==> config.mk <==
export PLATFORM = sky130hd
export DESIGN_NAME = sort_entry_sequencer
export DESIGN_NICKNAME = d
export VERILOG_FILES = /design/src/rtl/sort_entry_sequencer.sv
export SDC_FILE = /design/constraint.sdc
export NUM_CORES = 1
export LEC_CHECK = 0
export BUFFER_PORTS_ARGS = -buffer_cell sky130_fd_sc_hd__buf_2
export CAP_MARGIN = 20
export CORE_MARGIN = 3
export CORE_UTILIZATION = 40
export DETAILED_ROUTE_END_ITERATION = 10
export GPL_TIMING_DRIVEN = 0
export SLEW_MARGIN = 20
export SYNTH_ARGS = -nofsm -noshare
export SYNTH_HDL_FRONTEND = slang
export SYNTH_SLANG_ARGS = --single-unit
export TNS_END_PERCENT = 100
==> constraint.sdc <==
create_clock -name clk -period 2.65 [get_ports clk]
set_input_delay 0.1325 -clock clk [delete_from_list [all_inputs] [get_ports clk]]
set_output_delay 0.1325 -clock clk [all_outputs]
set_load 0.01 [all_outputs]
==> src/rtl/sort_entry_sequencer.sv <==
// sort_entry_sequencer
// Loads four 4-bit values into a four-number sorter over its button protocol
// (one-hot select, value, load strobe), pulses the sort control, samples the
// sorter's serial display four times and checks the result.
//
// Ports:
//   clk          clock, all state changes on the rising edge
//   rst          synchronous active-high reset
//   start        begin a run (only looked at while idle)
//   data_in      four nibbles, nibble k goes to slot k, latched on start
//   sel_out      one-hot slot select to the sorter, 0 when not loading
//   val_out      value presented to the sorter
//   load_strobe  sorter load control
//   sort_strobe  sorter sort control
//   disp_in      sorter display output
//   busy         high from accepted start until the done cycle is left
//   done         one-cycle pulse at the end of a run
//   pass         result of the last run
//   captured     the four display samples, sample i in nibble i
module sort_entry_sequencer #(
   parameter int SETUP_CYC  = 2,
   parameter int PULSE_CYC  = 4,
   parameter int HOLD_CYC   = 2,
   parameter int SORT_CYC   = 4,
   parameter int FIRST_DLY  = 40,
   parameter int SAMPLE_PER = 40
) (
   input  logic        clk,
   input  logic        rst,
   input  logic        start,
   input  logic [15:0] data_in,
   output logic [3:0]  sel_out,
   output logic [3:0]  val_out,
   output logic        load_strobe,
   output logic        sort_strobe,
   input  logic [3:0]  disp_in,
   output logic        busy,
   output logic        done,
   output logic        pass,
   output logic [15:0] captured
);

   function automatic int max2(input int a, input int b);
      return (a > b) ? a : b;
   endfunction

   localparam int CNT_MAX = max2(max2(max2(SETUP_CYC, PULSE_CYC), max2(HOLD_CYC, SORT_CYC)),
                                 max2(FIRST_DLY, SAMPLE_PER));
   localparam int CNT_W   = $clog2(CNT_MAX + 1);

   localparam logic [CNT_W-1:0] SETUP_LAST = CNT_W'(SETUP_CYC - 1);
   localparam logic [CNT_W-1:0] PULSE_LAST = CNT_W'(PULSE_CYC - 1);
   localparam logic [CNT_W-1:0] HOLD_LAST  = CNT_W'(HOLD_CYC - 1);
   localparam logic [CNT_W-1:0] SORT_LAST  = CNT_W'(SORT_CYC - 1);
   localparam logic [CNT_W-1:0] FIRST_LAST = CNT_W'(FIRST_DLY - 1);
   localparam logic [CNT_W-1:0] PER_LAST   = CNT_W'(SAMPLE_PER - 1);

   typedef enum logic [3:0] {
      S_IDLE,
      S_SETUP,
      S_STROBE,
      S_HOLD,
      S_SORT,
      S_WAIT,
      S_SAMPLE,
      S_CHECK,
      S_DONE
   } state_t;

   state_t           state, state_nxt;
   logic [1:0]       slot, slot_nxt;
   logic [1:0]       sidx, sidx_nxt;
   logic [CNT_W-1:0] cnt, cnt_nxt;
   logic [15:0]      data_reg, data_nxt;
   logic [15:0]      captured_nxt;
   logic             pass_nxt;
   logic [3:0]       sel_nxt, val_nxt;
   logic             load_nxt, sort_nxt, busy_nxt, done_nxt;
   logic             loading;
   logic             ordered;
   logic [5:0]       cap_sum, dat_sum;

   // Result check: the display samples must be non-decreasing and carry the
   // same total as the loaded values (catches dropped or duplicated entries).
   assign ordered = (captured[3:0]  <= captured[7:4])  &&
                    (captured[7:4]  <= captured[11:8]) &&
                    (captured[11:8] <= captured[15:12]);
   assign cap_sum = 6'(captured[3:0]) + 6'(captured[7:4]) +
                    6'(captured[11:8]) + 6'(captured[15:12]);
   assign dat_sum = 6'(data_reg[3:0]) + 6'(data_reg[7:4]) +
                    6'(data_reg[11:8]) + 6'(data_reg[15:12]);

   // Next-state logic. Every timed phase runs its counter from 0 to its last
   // value; the counter restarts at 0 on each phase change. Outputs are
   // derived from the next state so they line up with the state register.
   always_comb begin
      state_nxt    = state;
      slot_nxt     = slot;
      sidx_nxt     = sidx;
      cnt_nxt      = cnt + 1'b1;
      data_nxt     = data_reg;
      captured_nxt = captured;
      pass_nxt     = pass;
      case (state)
         S_IDLE: begin
            cnt_nxt = '0;
            if (start) begin
               data_nxt     = data_in;
               captured_nxt = '0;
               pass_nxt     = 1'b0;
               slot_nxt     = '0;
               sidx_nxt     = '0;
               state_nxt    = S_SETUP;
            end
         end
         S_SETUP: begin
            if (cnt == SETUP_LAST) begin
               cnt_nxt   = '0;
               state_nxt = S_STROBE;
            end
         end
         S_STROBE: begin
            if (cnt == PULSE_LAST) begin
               cnt_nxt   = '0;
               state_nxt = S_HOLD;
            end
         end
         S_HOLD: begin
            if (cnt == HOLD_LAST) begin
               cnt_nxt = '0;
               if (slot == 2'd3) begin
                  state_nxt = S_SORT;
               end else begin
                  slot_nxt  = slot + 2'd1;
                  state_nxt = S_SETUP;
               end
            end
         end
         S_SORT: begin
            if (cnt == SORT_LAST) begin
               cnt_nxt   = '0;
               state_nxt = S_WAIT;
            end
         end
         S_WAIT: begin
            if (cnt == FIRST_LAST) begin
               cnt_nxt           = '0;
               captured_nxt[3:0] = disp_in;
               sidx_nxt          = 2'd1;
               state_nxt         = S_SAMPLE;
            end
         end
         S_SAMPLE: begin
            if (cnt == PER_LAST) begin
               cnt_nxt                          = '0;
               captured_nxt[{sidx, 2'b00} +: 4] = disp_in;
               sidx_nxt                         = sidx + 2'd1;
               if (sidx == 2'd3) begin
                  state_nxt = S_CHECK;
               end
            end
         end
         S_CHECK: begin
            cnt_nxt   = '0;
            pass_nxt  = ordered && (cap_sum == dat_sum);
            state_nxt = S_DONE;
         end
         S_DONE: begin
            cnt_nxt   = '0;
            state_nxt = S_IDLE;
         end
         default: begin
            cnt_nxt   = '0;
            state_nxt = S_IDLE;
         end
      endcase

      loading  = (state_nxt == S_SETUP) || (state_nxt == S_STROBE) || (state_nxt == S_HOLD);
      sel_nxt  = loading ? (4'b0001 << slot_nxt) : 4'b0000;
      val_nxt  = loading ? data_nxt[{slot_nxt, 2'b00} +: 4] : 4'b0000;
      load_nxt = (state_nxt == S_STROBE);
      sort_nxt = (state_nxt == S_SORT);
      done_nxt = (state_nxt == S_DONE);
      busy_nxt = (state_nxt != S_IDLE);
   end

   // State and output registers; reset clears everything, including a run
   // that is in progress.
   always_ff @(posedge clk) begin
      if (rst) begin
         state       <= S_IDLE;
         slot        <= '0;
         sidx        <= '0;
         cnt         <= '0;
         data_reg    <= '0;
         captured    <= '0;
         pass        <= 1'b0;
         sel_out     <= '0;
         val_out     <= '0;
         load_strobe <= 1'b0;
         sort_strobe <= 1'b0;
         busy        <= 1'b0;
         done        <= 1'b0;
      end else begin
         state       <= state_nxt;
         slot        <= slot_nxt;
         sidx        <= sidx_nxt;
         cnt         <= cnt_nxt;
         data_reg    <= data_nxt;
         captured    <= captured_nxt;
         pass        <= pass_nxt;
         sel_out     <= sel_nxt;
         val_out     <= val_nxt;
         load_strobe <= load_nxt;
         sort_strobe <= sort_nxt;
         busy        <= busy_nxt;
         done        <= done_nxt;
      end
   end

endmodule

# After elaboration in Yosys (flattened, before gate mapping)
# Index checks and enable logic that the tools add are counted.
dict set report op_classes {
  add_sub_neg 10
  magnitude_cmp 3
  n_eq_ne 21
  shift 4
  mux 32
  bitwise 1
  n_reduce_logical 17
}
# op count
set op_table {}
lappend op_table {{$mux 16} 4}
lappend op_table {{$mux 4} 9}
lappend op_table {{$pmux 4 s8} 1}
lappend op_table {{$pmux 12 s2} 1}
lappend op_table {{$eq 4x3->1 const B} 5}
lappend op_table {{$mux 6} 3}
lappend op_table {{$pmux 6 s3} 1}
lappend op_table {{$bwmux 16} 1}
lappend op_table {{$eq 4x2->1 const B} 4}
lappend op_table {{$shift 4x6->16 const A} 1}
lappend op_table {{$shiftx 16x5->4} 1}
lappend op_table {{$shiftx 4x6->16} 1}
lappend op_table {{$add 5x4->6} 2}
lappend op_table {{$add 6x4->6} 2}
lappend op_table {{$le 4x4->1} 3}
lappend op_table {{$mux 2} 6}
lappend op_table {{$pmux 4 s3} 1}
lappend op_table {{$add 4x4->5} 2}
lappend op_table {{$eq 4x1->1 const B} 2}
lappend op_table {{$reduce_or 2->1} 4}
lappend op_table {{$add 6x1->6 const B} 1}
lappend op_table {{$eq 6x1->1 const B} 1}
lappend op_table {{$eq 6x2->1 const B} 1}
lappend op_table {{$eq 6x6->1} 1}
lappend op_table {{22 further kinds} 30}
dict set report totals {
  register_bits 59
  in_bits 23
  output_inout_bits 29
}

# Longest topological paths before layout
dict set report logic_depth {
  depth_word 9
  ltp_mapped 13
  ltp_nobuf 13
}

# Worst setup path before layout
# OpenSTA, ideal clock, no wires.
dict set report synth_path {
  path_kind {register to register}
  startpoint {register captured[1]}
  endpoint {register pass}
  t_arrival_ps 2759
  required_time_ps 2581
  path_slack_ps -177
  stages_incl_launch_ff 13
  path_buffers 0
  period_less_slack_ps 2827
  cell_sequence {dfxtp_1 fa_1 inv_1 fa_1 inv_1 ha_1 inv_1 fa_1 xnor2_1 xnor2_1 nor4_1 nand4_1 o21ai_1}
}
dict set report synth_via {
  elab_chain_cells 6
  elab_cells_between_ends 9
}
# element line
set synth_lines {}
lappend synth_lines {{from (decl)} 40} ;# output logic [15:0] captured
lappend synth_lines {{from (signal assigned)} 210} ;# captured <= captured_nxt;
lappend synth_lines {{$add 4x4->5} 88} ;# assign cap_sum = 6'(captured[3:0]) + 6'(captured[7:4]) +
lappend synth_lines {{$add 5x4->6} 88}
lappend synth_lines {{$add 6x4->6} 89} ;# 6'(captured[11:8]) + 6'(captured[15:12]);
lappend synth_lines {{$eq 6x6->1} 165} ;# pass_nxt = ordered && (cap_sum == dat_sum);
lappend synth_lines {{$logic_and 1x1->1 (*)} 165}
lappend synth_lines {{$pmux 1 s2 (*)} 104} ;# case (state)
lappend synth_lines {{to (signal assigned)} 211} ;# pass <= pass_nxt;
lappend synth_lines {{to (decl)} 39} ;# output logic pass,
# Mark *: on every way between the ends. The rest lies on a longest branch, timed or not.
# A chain may end at the register's enable or synchronous reset.

# Final worst setup path
dict set report layout_path {
  startpoint {register data_reg[9]}
  endpoint {register pass}
}
dict set report layout_via {
  elab_chain_cells 5
}
# element line
set layout_lines {}
lappend layout_lines {{from (decl)} 74} ;# logic [15:0] data_reg, data_nxt;
lappend layout_lines {{from (signal assigned)} 209} ;# data_reg <= data_nxt;
lappend layout_lines {{$add 5x4->6} 90} ;# assign dat_sum = 6'(data_reg[3:0]) + 6'(data_reg[7:4]) +
lappend layout_lines {{$add 6x4->6} 91} ;# 6'(data_reg[11:8]) + 6'(data_reg[15:12]);
lappend layout_lines {{$eq 6x6->1} 165}
lappend layout_lines {{$logic_and 1x1->1} 165}
lappend layout_lines {{$pmux 1 s2} 104}
# No other way between the ends.

==> impl_results.md <==
* Status: finished with violations
* Violated checks: setup timing
* Global placement routability congestion at 0.815
* Detailed Route WL at 8600 um
* CTS sink cnt at 59
* CTS buffer count at 9
* Final count of hold timing violations at 0
* Worst path cell trace: fa_1 -> inv_1 -> fa_1 -> inv_1 -> ha_2 -> inv_2 -> fa_2 -> xor2_1 -> nor4_2 -> nand4_1 -> o21ai_1
* HP Class: in2reg
* Grt ovf at 0
* Worst hold start: data_in[9]
* Total power at 2.11 mW
* Row count at 34
* Critical path buffers and inverters at 3
* Initial antenna violation count at 0
* Critical path's largest stage delay at 580 ps
* Placed insts at between 500 and 600
* Worst-margin pin slew at 751 ps
* Post-synth top flop: dfxtp_1
* Die width at slightly above 100 um
* Worst hold slack at 30.1 ps
* Max-Cap Viols at 0
* Clock buffer depth at 2
* Final HPWL DP at between 6000 and 7000 um
* R2R Path Start: data_reg[9]
* Post-DR wirelength/cell at 14.8 um
* Crit-path slowest cell: fa_1
* Syn Inst Count at 406
* Worst Hold Path Cells at 3
* Final Max Slew Viols at 0
* Final instance area at around 0.0042 mm^2
* Post-synth top area cell: dfxtp_1
* Reg2Reg Capture Point: pass
* Setup CP Type: reg2reg
* Non-filler cells, final at 581
* Root Buffer: clkbuf_8
* Core Box Area at 0.00876 mm^2
* Synth top area cells: dfxtp_1 33%, ha_1 10%, fa_1 8.9%
* Iteration-0 DRC Markers at 116
* Flop2flop setup slack at -280 ps
* Largest net degree at the start of global routing at 11
* Flops & latches, synth at 59
* Synth-to-layout area growth at 16.7%
* First-pass GRT wire length at 14300 um
* Worst-path clk slew at 60 ps
* Maximum vdd drop at approximately 0.00024 V
* Slew HR at 0.492
* Share of the synthesized area in the top cell type at 0.327
* Share of cells above drive strength 1 at 0.201
* Syn nets at 474
* Mean post-synth cell area at 8.89 um^2
* Ant diodes at 0
* FFs w/ async S/R, synth at 0
* Cell Pwr Density at 502 mW/mm^2
* Final worst slack at -275 ps
* PortBufs at 50
* Die Y at approximately 100 um
* Routed vias at roughly 3000
* Die ar. at slightly above 0.01 mm^2
* DP Area at roughly 0.0040 mm^2
* Number of cells on the worst reg-to-reg path at 11
* Register area share after synthesis at 0.327
* Mapped Area at between 0.003 and 0.004 mm^2
* Number of routed nets with antenna violations at 0
* DRC Markers at 0
* Crit path max-delay family: adder cells
* Setup Skew at 9.43 ps
* 1st-pass router iterations at 4
* Crit path max fanout at 2
* GRT Resource Usage Total at 0.176
* Latest clock arrival within the worst-skew pair at 340 ps
* # H-tree levels at 3
* CTS tree: yes
* Post-synth EDFFs at 0
* Worst EP arrival at 3190 ps
* RSZ-0062 raised after global routing: yes
* Nets at 537
* Via-to-Cell Ratio at 5.19
* Final min period at 2930 ps
* Worst Hold End: data_reg[9]
* Final period utilization at 1.10
* Req. time, crit path at 2920 ps
* Fmax at 342 MHz
* Crit path launch type: flip-flop
* Final setup fails at 1
* Yosys warning total at 0
* Yosys cell types at 51
* Leak Pwr at 1.81 nW
* IO Pins at 52
* Initial Utilization at 0.412
* Vias in the first global route at 2945
* CP endpoint kind: flip-flop
* Hold_buf cts at 0
==> cells by family (layout without fill, tap and decap cells) <==
kind of cell | count (synthesis) | in the layout | share of synthesized area
simple gates | 145 | 145 | 0.212
compound gates | 90 | 90 | 0.167
flops | 59 | 59 | 0.327
buf+inv | 49 | 116 | 0.0586
fa+ha+maj | 45 | 45 | 0.189
xor+xnor | 15 | 15 | 0.0364
mux | 3 | 3 | 0.00970
==> synth_stat cells (all sizes together), types with 6 or more instances <==
master  count
o21a        8
nand2      43
a21oi      34
o21ai      11
clkbuf      7
dfxtp      59
nor3        6
ha         29
xnor2      10
nand3      15
fa         16
nor2       29
a22oi       8
a211oi      9
buf         8
a21o        6
nand2b     12
inv        34
nor2b      17
==> worst max-delay path by stage <==
stage                      startpoint  endpoint  slack (ps)  depth (start not counted)
after global routing      captured[5]      pass        -400                         11
after CTS                 data_reg[9]      pass        -310                         12
final                     data_reg[9]      pass        -280                         11
after detailed placement  data_reg[1]      pass        -380                         11
after global placement    data_reg[1]      pass        -400                         11
after floorplan           captured[5]      pass         -60                         11
==> cell usage in the layout, fill, tap and decap left out, types with 6 or more instances in the layout <==
cell type  Yosys  final
a21oi_1       34     34
nand2b_1      12     12
xnor2_1       10      9
clkbuf_8       0     10
a22oi_1        8      8
a211oi_1       7      7
o21ai_1        6      6
ha_1          29     27
o21a_1         8      8
clkbuf_1       7     10
nor2_1        29     29
inv_1         34     32
a21o_1         6      6
nand2_1       43     43
fa_1          16     14
nand3_1       14     14
dfxtp_1       59     56
buf_2          4     54
nor2b_1       17     17
==> through the flow <==
stage	util	setup TNS [ps]	setup slack, ps
after floorplan	-	-55.6	-55.6
after global placement	0.458	-402	-402
after detailed placement	0.458	-376	-376
after CTS	0.480	-314	-314
after global routing	0.481	-401	-401
final	0.481	-275	-275
==> worst min-delay path, delay by kind of cell <==
kind                   cells  cell delay, ps
AO/OA/AOI/OAI              1              50
buffers and inverters      1              90
AND/OR/NAND/NOR            1              50
==> what timing repair did <==
| action | 4_1_cts | 5_1_grt |
|---|---|---|
| buffers inserted | 2 | 0 |
| pin swaps | 10 | 2 |
| endpoints found under the setup margin | 1 | 2 |
| gates resized for setup | 3 | 1 |
==> power by group <==
part | switching [mW] | internal [mW] | total [mW] | leakage (nW)
clock | 0.330 | 0.359 | 0.689 | 0.0795
sequential | 0.0293 | 0.929 | 0.958 | 0.481
combinational | 0.272 | 0.194 | 0.466 | 1.25
total | 0.631 | 1.48 | 2.11 | 1.81
==> metal layers <==
layer / vias to the layer above / wire [um] / GRT usage
met5: - / 0 / 0
met3: 9 / 437 / 0.0464
met1: 1426 / 4040 / 0.233
met2: 57 / 4050 / 0.290
met4: 0 / 76 / 0.0399
li1: 1524 / - / -
==> area by class of cell <==
cell class	count	area (um^2)
fill	878	4550
multi-input combinational	298	2250
sequential	59	1190
timing repair buffer	52	265
clock buffer	13	149
tap	108	135
inverter	34	128
buffer	15	83.8
clock inverter	2	12.5
Note: power is estimated with default switching activity, not from simulation.
